--- config.mk ---
export PLATFORM = sky130hd
export DESIGN_NAME = vector_sweep_sequencer_flat
export DESIGN_NICKNAME = d
export VERILOG_FILES = /design/src/rtl/vss_pkg.sv /design/src/rtl/vector_sweep_sequencer_if.sv /design/src/rtl/vss_misr.sv /design/src/rtl/vector_sweep_sequencer.sv /design/src/flat_wrapper.sv
export SDC_FILE = /design/constraint.sdc
export NUM_CORES = 1
export LEC_CHECK = 0
export BUFFER_PORTS_ARGS = -buffer_cell sky130_fd_sc_hd__buf_2
export CAP_MARGIN = 30
export CORE_MARGIN = 2
export CORE_UTILIZATION = 45
export DETAILED_ROUTE_END_ITERATION = 12
export PLACE_DENSITY = 0.84
export SYNTH_ARGS = -nofsm -noshare
export SYNTH_HDL_FRONTEND = slang
export SYNTH_SLANG_ARGS = --single-unit
--- constraint.sdc ---
create_clock -name CK -period 1.7 [get_ports CK]
set_input_delay 0.34 -clock CK [delete_from_list [all_inputs] [get_ports CK]]
set_output_delay 0.34 -clock CK [all_outputs]
set_load 0.01 [all_outputs]
--- src/rtl/vss_pkg.sv ---
// Shared types and constants for the vector sweep sequencer:
// the state encoding, the MISR polynomial and the Gray-code helper.
package vss_pkg;

  typedef enum logic [2:0] {
    VSS_IDLE   = 3'd0,
    VSS_APPLY  = 3'd1,
    VSS_SETTLE = 3'd2,
    VSS_SAMPLE = 3'd3,
    VSS_EMIT   = 3'd4,
    VSS_DONE   = 3'd5
  } vss_state_e;

  localparam logic [15:0] POLY = 16'h1021;

  function automatic logic [31:0] bin2gray(input logic [31:0] bin);
    return bin ^ (bin >> 1);
  endfunction

endpackage

--- src/rtl/vector_sweep_sequencer_if.sv ---
// Record stream carrying each (vector, response) pair from the sequencer
// to its sink over a valid/ready handshake.
interface vector_sweep_sequencer_if #(
  parameter int IN_W  = 3,
  parameter int OUT_W = 1
);
  logic             rec_valid;
  logic             rec_ready;
  logic [IN_W-1:0]  rec_vec;
  logic [OUT_W-1:0] rec_resp;

  modport master (output rec_valid, output rec_vec, output rec_resp, input rec_ready);
  modport slave  (input rec_valid, input rec_vec, input rec_resp, output rec_ready);
endinterface

--- src/rtl/vss_misr.sv ---
// Multiple-input signature register compacting DUT responses; instantiated
// by the sequencer only when VSS_MISR_EN is defined.
module vss_misr
  import vss_pkg::*;
#(
  parameter int SIG_W = 16,
  parameter int OUT_W = 1
) (
  input  logic             CK,
  input  logic             reset,
  input  logic             clr,
  input  logic             en,
  input  logic [OUT_W-1:0] din,
  output logic [SIG_W-1:0] sig
);

  localparam logic [SIG_W-1:0] POLY_W = SIG_W'(POLY);

  logic [SIG_W-1:0] sig_r;
  logic [SIG_W-1:0] next_sig_s;

  always_comb begin
    next_sig_s = {sig_r[SIG_W-2:0], 1'b0}
               ^ (sig_r[SIG_W-1] ? POLY_W : {SIG_W{1'b0}})
               ^ SIG_W'(din);
  end

  // Clear wins over the shift so a new sweep always starts from zero.
  always_ff @(posedge CK or posedge reset) begin
    if (reset) begin
      sig_r <= {SIG_W{1'b0}};
    end else if (clr) begin
      sig_r <= {SIG_W{1'b0}};
    end else if (en) begin
      sig_r <= next_sig_s;
    end else begin
      sig_r <= sig_r;
    end
  end

  assign sig = sig_r;

endmodule

--- src/rtl/vector_sweep_sequencer.sv ---
// Exhaustive binary/Gray stimulus sweep with per-vector settle, response
// sampling, record streaming and optional MISR (enabled by VSS_MISR_EN).
module vector_sweep_sequencer
  import vss_pkg::*;
#(
  parameter int IN_W   = 3,
  parameter int OUT_W  = 1,
  parameter int SETTLE = 1,
  parameter int SIG_W  = 16
) (
  input  logic                      CK,
  input  logic                      reset,
  input  logic                      start,
  input  logic                      gray_mode,
  output logic [IN_W-1:0]           stim_o,
  input  logic [OUT_W-1:0]          resp_i,
  vector_sweep_sequencer_if.master  rec,
  output logic                      busy,
  output logic                      done,
  output logic [SIG_W-1:0]          signature
);

  localparam logic [2:0] ST_IDLE   = VSS_IDLE;
  localparam logic [2:0] ST_APPLY  = VSS_APPLY;
  localparam logic [2:0] ST_SETTLE = VSS_SETTLE;
  localparam logic [2:0] ST_SAMPLE = VSS_SAMPLE;
  localparam logic [2:0] ST_EMIT   = VSS_EMIT;
  localparam logic [2:0] ST_DONE   = VSS_DONE;

  localparam int CNT_W = (SETTLE > 1) ? $clog2(SETTLE + 1) : 1;
  localparam logic [CNT_W-1:0] SETTLE_LD = CNT_W'(SETTLE);
  localparam logic [CNT_W-1:0] CNT_ONE   = CNT_W'(1);
  localparam bit SKIP_SETTLE = (SETTLE == 0);
  // One extra index bit so the final vector is detected rather than wrapped.
  localparam logic [IN_W:0] LAST_IDX = {1'b0, {IN_W{1'b1}}};

  logic [2:0]       state_r, next_s;
  logic [IN_W:0]    idx_r;
  logic [CNT_W-1:0] cnt_r;
  logic             gray_r;
  logic [IN_W-1:0]  stim_r, vec_r;
  logic [OUT_W-1:0] resp_r;
  logic             valid_r, busy_r, done_r;
  logic             accept_s, sample_s, xfer_s, last_s;
  logic [IN_W-1:0]  apply_vec_s;

  assign accept_s    = ((state_r == ST_IDLE) || (state_r == ST_DONE)) && start;
  assign sample_s    = (state_r == ST_SAMPLE);
  assign xfer_s      = (state_r == ST_EMIT) && rec.rec_ready;
  assign last_s      = (idx_r == LAST_IDX);
  assign apply_vec_s = gray_r ? IN_W'(bin2gray(32'(idx_r))) : idx_r[IN_W-1:0];

  // Next-state decode for the sweep FSM.
  always_comb begin
    next_s = state_r;
    case (state_r)
      ST_IDLE, ST_DONE: begin
        if (start) next_s = ST_APPLY;
        else       next_s = state_r;
      end
      ST_APPLY: begin
        if (SKIP_SETTLE) next_s = ST_SAMPLE;
        else             next_s = ST_SETTLE;
      end
      ST_SETTLE: begin
        if (cnt_r <= CNT_ONE) next_s = ST_SAMPLE;
        else                  next_s = ST_SETTLE;
      end
      ST_SAMPLE: next_s = ST_EMIT;
      ST_EMIT: begin
        if (rec.rec_ready) next_s = last_s ? ST_DONE : ST_APPLY;
        else               next_s = ST_EMIT;
      end
      default: next_s = ST_IDLE;
    endcase
  end

  // State plus status flags registered from the next state.
  always_ff @(posedge CK or posedge reset) begin
    if (reset) begin
      state_r <= ST_IDLE;
      valid_r <= 1'b0;
      busy_r  <= 1'b0;
      done_r  <= 1'b0;
    end else begin
      state_r <= next_s;
      valid_r <= (next_s == ST_EMIT);
      busy_r  <= (next_s == ST_APPLY) || (next_s == ST_SETTLE) ||
                 (next_s == ST_SAMPLE) || (next_s == ST_EMIT);
      done_r  <= (next_s == ST_DONE);
    end
  end

  // Index, settle counter, stimulus and record registers.
  always_ff @(posedge CK or posedge reset) begin
    if (reset) begin
      idx_r  <= {(IN_W+1){1'b0}};
      cnt_r  <= {CNT_W{1'b0}};
      gray_r <= 1'b0;
      stim_r <= {IN_W{1'b0}};
      vec_r  <= {IN_W{1'b0}};
      resp_r <= {OUT_W{1'b0}};
    end else begin
      if (accept_s) begin
        idx_r  <= {(IN_W+1){1'b0}};
        gray_r <= gray_mode;
      end else if (xfer_s && !last_s) begin
        idx_r <= idx_r + {{IN_W{1'b0}}, 1'b1};
      end else begin
        idx_r <= idx_r;
      end

      if (state_r == ST_APPLY) begin
        stim_r <= apply_vec_s;
        cnt_r  <= SETTLE_LD;
      end else if (state_r == ST_SETTLE) begin
        cnt_r <= cnt_r - CNT_ONE;
      end else begin
        cnt_r <= cnt_r;
      end

      if (sample_s) begin
        vec_r  <= stim_r;
        resp_r <= resp_i;
      end else begin
        vec_r  <= vec_r;
        resp_r <= resp_r;
      end
    end
  end

`ifdef VSS_MISR_EN
  vss_misr #(
    .SIG_W (SIG_W),
    .OUT_W (OUT_W)
  ) u_misr (
    .CK    (CK),
    .reset (reset),
    .clr   (accept_s),
    .en    (sample_s),
    .din   (resp_i),
    .sig   (signature)
  );
`else
  assign signature = {SIG_W{1'b0}};
`endif

  assign stim_o        = stim_r;
  assign rec.rec_valid = valid_r;
  assign rec.rec_vec   = vec_r;
  assign rec.rec_resp  = resp_r;
  assign busy          = busy_r;
  assign done          = done_r;

endmodule

--- src/flat_wrapper.sv ---
// flat-port wrapper written by rule: the top's interface ports become plain ports
module vector_sweep_sequencer_flat import vss_pkg::*;
#(
  parameter int IN_W   = 3,
  parameter int OUT_W  = 1,
  parameter int SETTLE = 1,
  parameter int SIG_W  = 16
)
  (CK, reset, start, gray_mode, stim_o, resp_i, busy, done, signature, rec_rec_valid, rec_rec_vec, rec_rec_resp, rec_rec_ready);
  vector_sweep_sequencer_if #(.IN_W(IN_W), .OUT_W(OUT_W)) rec_i ();
  input  logic CK;
  input  logic reset;
  input  logic start;
  input  logic gray_mode;
  output logic [IN_W-1:0] stim_o;
  input  logic [OUT_W-1:0] resp_i;
  output logic busy;
  output logic done;
  output logic [SIG_W-1:0] signature;
  output wire logic [$bits(rec_i.rec_valid)-1:0] rec_rec_valid;
  output wire logic [$bits(rec_i.rec_vec)-1:0] rec_rec_vec;
  output wire logic [$bits(rec_i.rec_resp)-1:0] rec_rec_resp;
  input wire logic [$bits(rec_i.rec_ready)-1:0] rec_rec_ready;
  assign rec_rec_valid = rec_i.rec_valid;
  assign rec_rec_vec = rec_i.rec_vec;
  assign rec_rec_resp = rec_i.rec_resp;
  assign rec_i.rec_ready = rec_rec_ready;
  vector_sweep_sequencer #(.IN_W(IN_W), .OUT_W(OUT_W), .SETTLE(SETTLE), .SIG_W(SIG_W)) u_core (.CK(CK), .reset(reset), .start(start), .gray_mode(gray_mode), .stim_o(stim_o), .resp_i(resp_i), .rec(rec_i), .busy(busy), .done(done), .signature(signature));
endmodule
==> results of run 1 <==
==> power groups by stage <==
stage	clock network (mW)	registers [mW]	logic, mW
floorplan	0	0.751	0.521
finish	0.266	0.732	0.759
global placement	0	0.731	0.711
global route	0.288	0.758	0.836
CTS	0.270	0.738	0.740
detailed placement	0	0.748	0.736
==> worst max-delay path, stage by stage, from the launching register on <==
cell and delay [ns]:
dfrtp_1 0.42, ha_1 0.24, and2_4 0.19, or4_1 0.52
a21oi_2 0.15
==> per-layer routing <==
layer	vias up	part of all wire	wire (um)
li1	339	-	-
met5	-	0	0
met3	4	0.065	112
met4	0	0.020	34
met1	342	0.40	686
met2	35	0.52	887
==> metrics by stage <==
stage                     worst slack, ns  utilization  instance area (sq um)  hold slack [ns]
final                               0.118        0.520                   1130            0.124
after global routing               0.0519        0.520                   1130            0.197
after detailed placement           0.0922        0.494                   1070            0.471
after CTS                          0.0581        0.510                   1110            0.145
after floorplan                     0.108            -                   1080            0.279
after global placement              0.151        0.494                   1070            0.449
==> synthesized netlist by cell type, drive strengths merged <==
library cell   n
conb           1
or3b           1
a31oi          1
nand2          1
or4            1
o21a           1
mux2           5
nand3b         2
xnor2          1
nand2b         4
a2bb2oi        1
clkbuf         1
ha             3
a21boi         1
nand4bb        1
o32ai          1
a21oi          8
nor2           6
nor3           1
buf           19
o21ai          4
mux2i          3
dfrtp         18
inv            3
or3            2
and2           1
nor3b          2
o31ai          2
xor2           1
==> kinds of logic after synthesis <==
group                      synth area share
xor gates and xnor gates             0.0172
and+or+nand+nor                       0.151
DFF                                   0.442
other                               0.00368
adders and majority gates            0.0368
AOI/OAI and AO/OA                     0.112
muxes                                0.0847
buffers and inverters                 0.153
==> timing repair <==
| item | in CTS | in global routing |
|---|---|---|
| setup endpoints to repair | 0 | 1 |
| gates resized for setup | 0 | 3 |
| setup buffers | 0 | 2 |
==> flip-flops by register name (all words and copies together), names as in the netlist, 3 cells and up <==
| register | count |
|---|---|
| u_core.idx_r | 4 |
| u_core.rec.rec_vec | 3 |
| u_core.state_r | 3 |
| u_core.stim_o | 3 |
==> path summary, 6_finish.rpt <==
path | startpoint | to | cells after the start | slack [ns]
setup reg to reg | u_core.idx_r[0] | u_core.idx_r[3] | 4 | 0.12
max in group asynchronous | reset | u_core.stim_o[2] | 2 | 1.14
setup / recovery | u_core.idx_r[0] | u_core.idx_r[3] | 4 | 0.12
hold reg to reg | u_core.rec.rec_vec[1] | u_core.rec.rec_vec[1] | 1 | 0.52
min in group CK | gray_mode | u_core.gray_r | 2 | 0.27
hold / removal | reset | u_core.rec.rec_resp | 2 | 0.12
==> cell type report <==
type	count	share of cell area
flip-flops and latches	18	0.399
clock buffers	4	0.0322
repair buffers	21	0.106
multi-input cells	70	0.421
well taps	28	0.0310
inverters	3	0.00998
==> reports/metrics.cfg, run 1 <==
[outcome]
status=finished, final reports clean

[synthesis]
ys_ff_latch=18
syn_area_sq_mm=0.00102
synth_cell_types=32
synth_top_area_frac=0.442
synth_area_leaders=dfrtp_1, buf_4, mux2_2, a21oi_1, ha_1
yosysWarnings=0
avgSynthCellArea_sq_um=10.6
synthCells=96
seq_area_frac_synth=0.442
yosys.area.top_type=dfrtp_1

[run]
maxCapViolCount=0

[pwr]
irDropWorstVdd_v=0.000853
netSwitchingPower_mw=0.633
power_density_mw_per_mm2=1560
pwr-share-comb=0.432
p_int_mw=1.12
power_mw=1.76
swShare=0.360
p_leak_nw=0.551
power.share.clock=0.151
seq_power_share=0.417

[hold_path]
hold_path.class=input port to asynchronous set/reset pin

[cells_and_area]
area_delta_synth_final_pct=10.7
ff_latch_area_sq_um=450
multiInputGateArea_sq_um=475
fillers=209
stdcell_count=144
num_antenna_cells=0
nets=126
layout-drive-gt1-share=0.302
layout_common_cells=dfrtp_1, conb_1, buf_2
final_common_cell=dfrtp_1

[worst_setup_path]
cp.arrival_ns=1.81
critPathKind=flop to flop
critPathLaunchType=flop
critPathRequiredTime_ns=1.93
critPathMaxFanout=8
end_kind=flop

[detailed_routing]
via_per_inst=5.00
wl_per_cell_um=12.0
wirelength_mm=1.72
drc=0
vias=720
ant_nets=0
first_iter_violations=30
dr.pass1.iters=4

[global_route]
grt_pass1_vias=641
busiest_layer=met2
grtUsageMet2=0.248
track_usage=0.143
use_met3=0.0172
grt_overflow=0
grt_max_degree=19
grt_pass1_wl_mm=2.72
grt_antenna_before_repair=0
gr-usage-met1=0.160

[place]
dpl.cell_count=138
post-dp-hpwl_mm=1.28
gp_congestion=0.766
io_buffers=15

[cts]
clk_latency_ns=0.29
cts.sinks=18
cts_buffers=3
htree_levels=1
ctsHoldBuffers=0
cts_tree=built
clk_pin_slew_ns=0.10
cts_root_buf=clkbuf_4
clockBufferDepth=2

[timing]
grt_setup_unrepaired=no
fin_worst_skew_ns=0.00215
slew_viol_final=0
setup-violations-final=0
fin_tns_setup_ns=0
period_needed_ns=1.58
max_freq_ghz=0.632
finalHoldViolations=0
tightest_slew_ns=0.678
final.period_utilization=0.930
slew_headroom=0.548

[floorplan]
io_pins=32
coreArea_sq_mm=0.00217
num_rows=17
fp.dieArea_sq_mm=0.00266
start_util=0.470
die_h_um=51.6
die_w_um=51.6

No activity file was read; power rests on OpenSTA's default activity.
==> run 2, diff against run 1 <==
--- a/config.mk
+++ b/config.mk
@@ -7,8 +7,10 @@
 export LEC_CHECK = 0
 export BUFFER_PORTS_ARGS = -buffer_cell sky130_fd_sc_hd__buf_2
 export CAP_MARGIN = 30
+export CORE_ASPECT_RATIO = 1.4
 export CORE_MARGIN = 2
 export CORE_UTILIZATION = 45
+export CTS_CLUSTER_DIAMETER = 50
 export DETAILED_ROUTE_END_ITERATION = 12
 export PLACE_DENSITY = 0.84
 export SYNTH_ARGS = -nofsm -noshare
==> reports/metrics.cfg, run 2 (synthesized netlist as in run 1, its figures left out) <==
[cells_and_area]
layout-drive-gt1-share=0.287  ; -0.0148
largest_reg_flops=4  ; unchanged
num_antenna_cells=0  ; unchanged
layout_common_cells=dfrtp_1, conb_1, buf_2
final_common_cell=dfrtp_1
area_delta_synth_final_pct=8.83
fillers=190  ; -9.1%
ff_latch_area_sq_um=450  ; unchanged
nets=125  ; -0.79%
fin_area_sq_mm=0.00111  ; -1.7%
multiInputGateArea_sq_um=472  ; -0.79%
top_register=u_core.idx_r

[floorplan]
coreArea_sq_mm=0.00215  ; -0.81%
start_util=0.474  ; +0.00383
die_h_um=60.3  ; +17%
num_rows=20  ; +3
die_w_um=44.2  ; -14%
io_pins=32  ; unchanged
fp.dieArea_sq_mm=0.00267  ; +0.19%

[timing]
period_needed_ns=1.58  ; -0.00233 ns
max_freq_ghz=0.633  ; +0.15%
tightest_slew_ns=0.683  ; +0.00476 ns
slew_viol_final=0  ; unchanged
finalHoldViolations=0  ; unchanged
holdWs_ns=0.127  ; +0.00295 ns
final.period_utilization=0.929  ; -0.00137
grt_setup_unrepaired=no
slew_headroom=0.544  ; -0.00318
fin_tns_setup_ns=0  ; unchanged
setup-violations-final=0  ; unchanged
fin_worst_skew_ns=0.00297  ; +0.000813 ns
setup_ws_ns=0.121  ; +0.00233 ns

[cts]
clockBufferDepth=2  ; unchanged
ctsHoldBuffers=0  ; unchanged
cts.sinks=18  ; unchanged
cts_tree=built
htree_levels=1  ; unchanged
clk_latency_ns=0.30  ; about the same
clk_pin_slew_ns=0.10  ; about the same
cts_root_buf=clkbuf_4
cts_buffers=3  ; unchanged

[hold_path]
hold_path.class=input port to asynchronous set/reset pin

[worst_setup_path]
critPathLaunchType=flop
worstSetupStartpoint=u_core.idx_r[0]
cp.arrival_ns=1.81  ; about the same
reg2reg_from=u_core.idx_r[0]
critPathKind=flop to flop
rr_worst_depth=4  ; unchanged
cp-endpoint=u_core.idx_r[3]
worstReg2RegEnd=u_core.idx_r[3]
critPathRequiredTime_ns=1.93  ; about the same
end_kind=flop
r2r_slack_ns=0.12  ; about the same
critPathMaxFanout=8  ; unchanged

[place]
dp_worst_setup_slack_ns=0.107  ; +0.0147 ns
io_buffers=15  ; unchanged
gp_congestion=0.857  ; +12%
place_area_sq_mm=0.00106  ; -0.70%
post-dp-hpwl_mm=1.28  ; -0.36%

[outcome]
status=finished, final reports clean

[detailed_routing]
via_per_inst=5.09  ; +1.8%
drc=0  ; unchanged
dr.pass1.iters=4  ; unchanged
ant_nets=0  ; unchanged
wirelength_mm=1.75  ; +1.4%
vias=697  ; -3.2%
first_iter_violations=9  ; -70%
wl_per_cell_um=12.7  ; +6.6%

[run]
maxCapViolCount=0  ; unchanged

[global_route]
grt_max_degree=19  ; unchanged
grt_antenna_before_repair=0  ; unchanged
track_usage=0.152  ; +0.00876
gr-usage-met1=0.173  ; +0.0127
grtUsageMet2=0.242  ; -0.00627
busiest_layer=met2
grt_pass1_wl_mm=2.85  ; +4.8%
grt_pass1_vias=669  ; +4.4%
grt_overflow=0  ; unchanged
use_met3=0.0181  ; +0.000886

[pwr]
irDropWorstVdd_v=0.000721  ; -15%
p_leak_nw=0.546  ; -0.98%
power_density_mw_per_mm2=1580  ; +1.2%
power_mw=1.75  ; -0.49%

## run 2: repair_timing
item                       4_1_cts  5_1_grt
setup endpoints to repair        0        2
buffers inserted                 0        1
hold endpoints to repair         0        0
gates resized for setup          0        2
## run 2: routing by layer
metal / routed length, um / share of wire
met2: 912 / 0.52
met3: 62 / 0.036
met5: 0 / 0
met1: 697 / 0.40
met4: 72 / 0.041
## run 2: power by group
group	internal [mW]	switching, mW	leakage [nW]	total, mW
Combinational	0.394	0.358	0.299	0.752
Clock	0.131	0.133	0.0210	0.263
Sequential	0.596	0.138	0.226	0.734
Total	1.12	0.628	0.546	1.75
## run 2: worst min-delay path by stage
stage,from,end,slack (ns),cells past startpoint
final,reset,u_core.idx_r[2],0.13,2
after detailed placement,reset,u_core.state_r[2],0.46,2
after global placement,reset,u_core.state_r[1],0.45,2
after floorplan,reset,u_core.busy,0.28,1
after global routing,reset,u_core.idx_r[2],0.17,2
after CTS,reset,u_core.state_r[0],0.12,2
## run 2: layout make-up
class	instances	share of cell area
well taps	22	0.0248
repair buffers	20	0.101
multi-input cells	70	0.425
clock buffers	4	0.0327
inverters	3	0.0101
flip-flops and latches	18	0.406
## run 2: stage by stage
stage,utilization,instances
2_1_floorplan,-,111
4_1_cts,0.511,136
3_5_place_dp,0.494,132
6_report,0.516,137
3_3_place_gp,0.494,132
5_1_grt,0.516,137
## run 2: critical path, stage by stage, from the launching register on
cell and delay, ns:
dfrtp_1 0.43, ha_1 0.24, and2_4 0.19, or4_1 0.50, a21oi_1 0.15
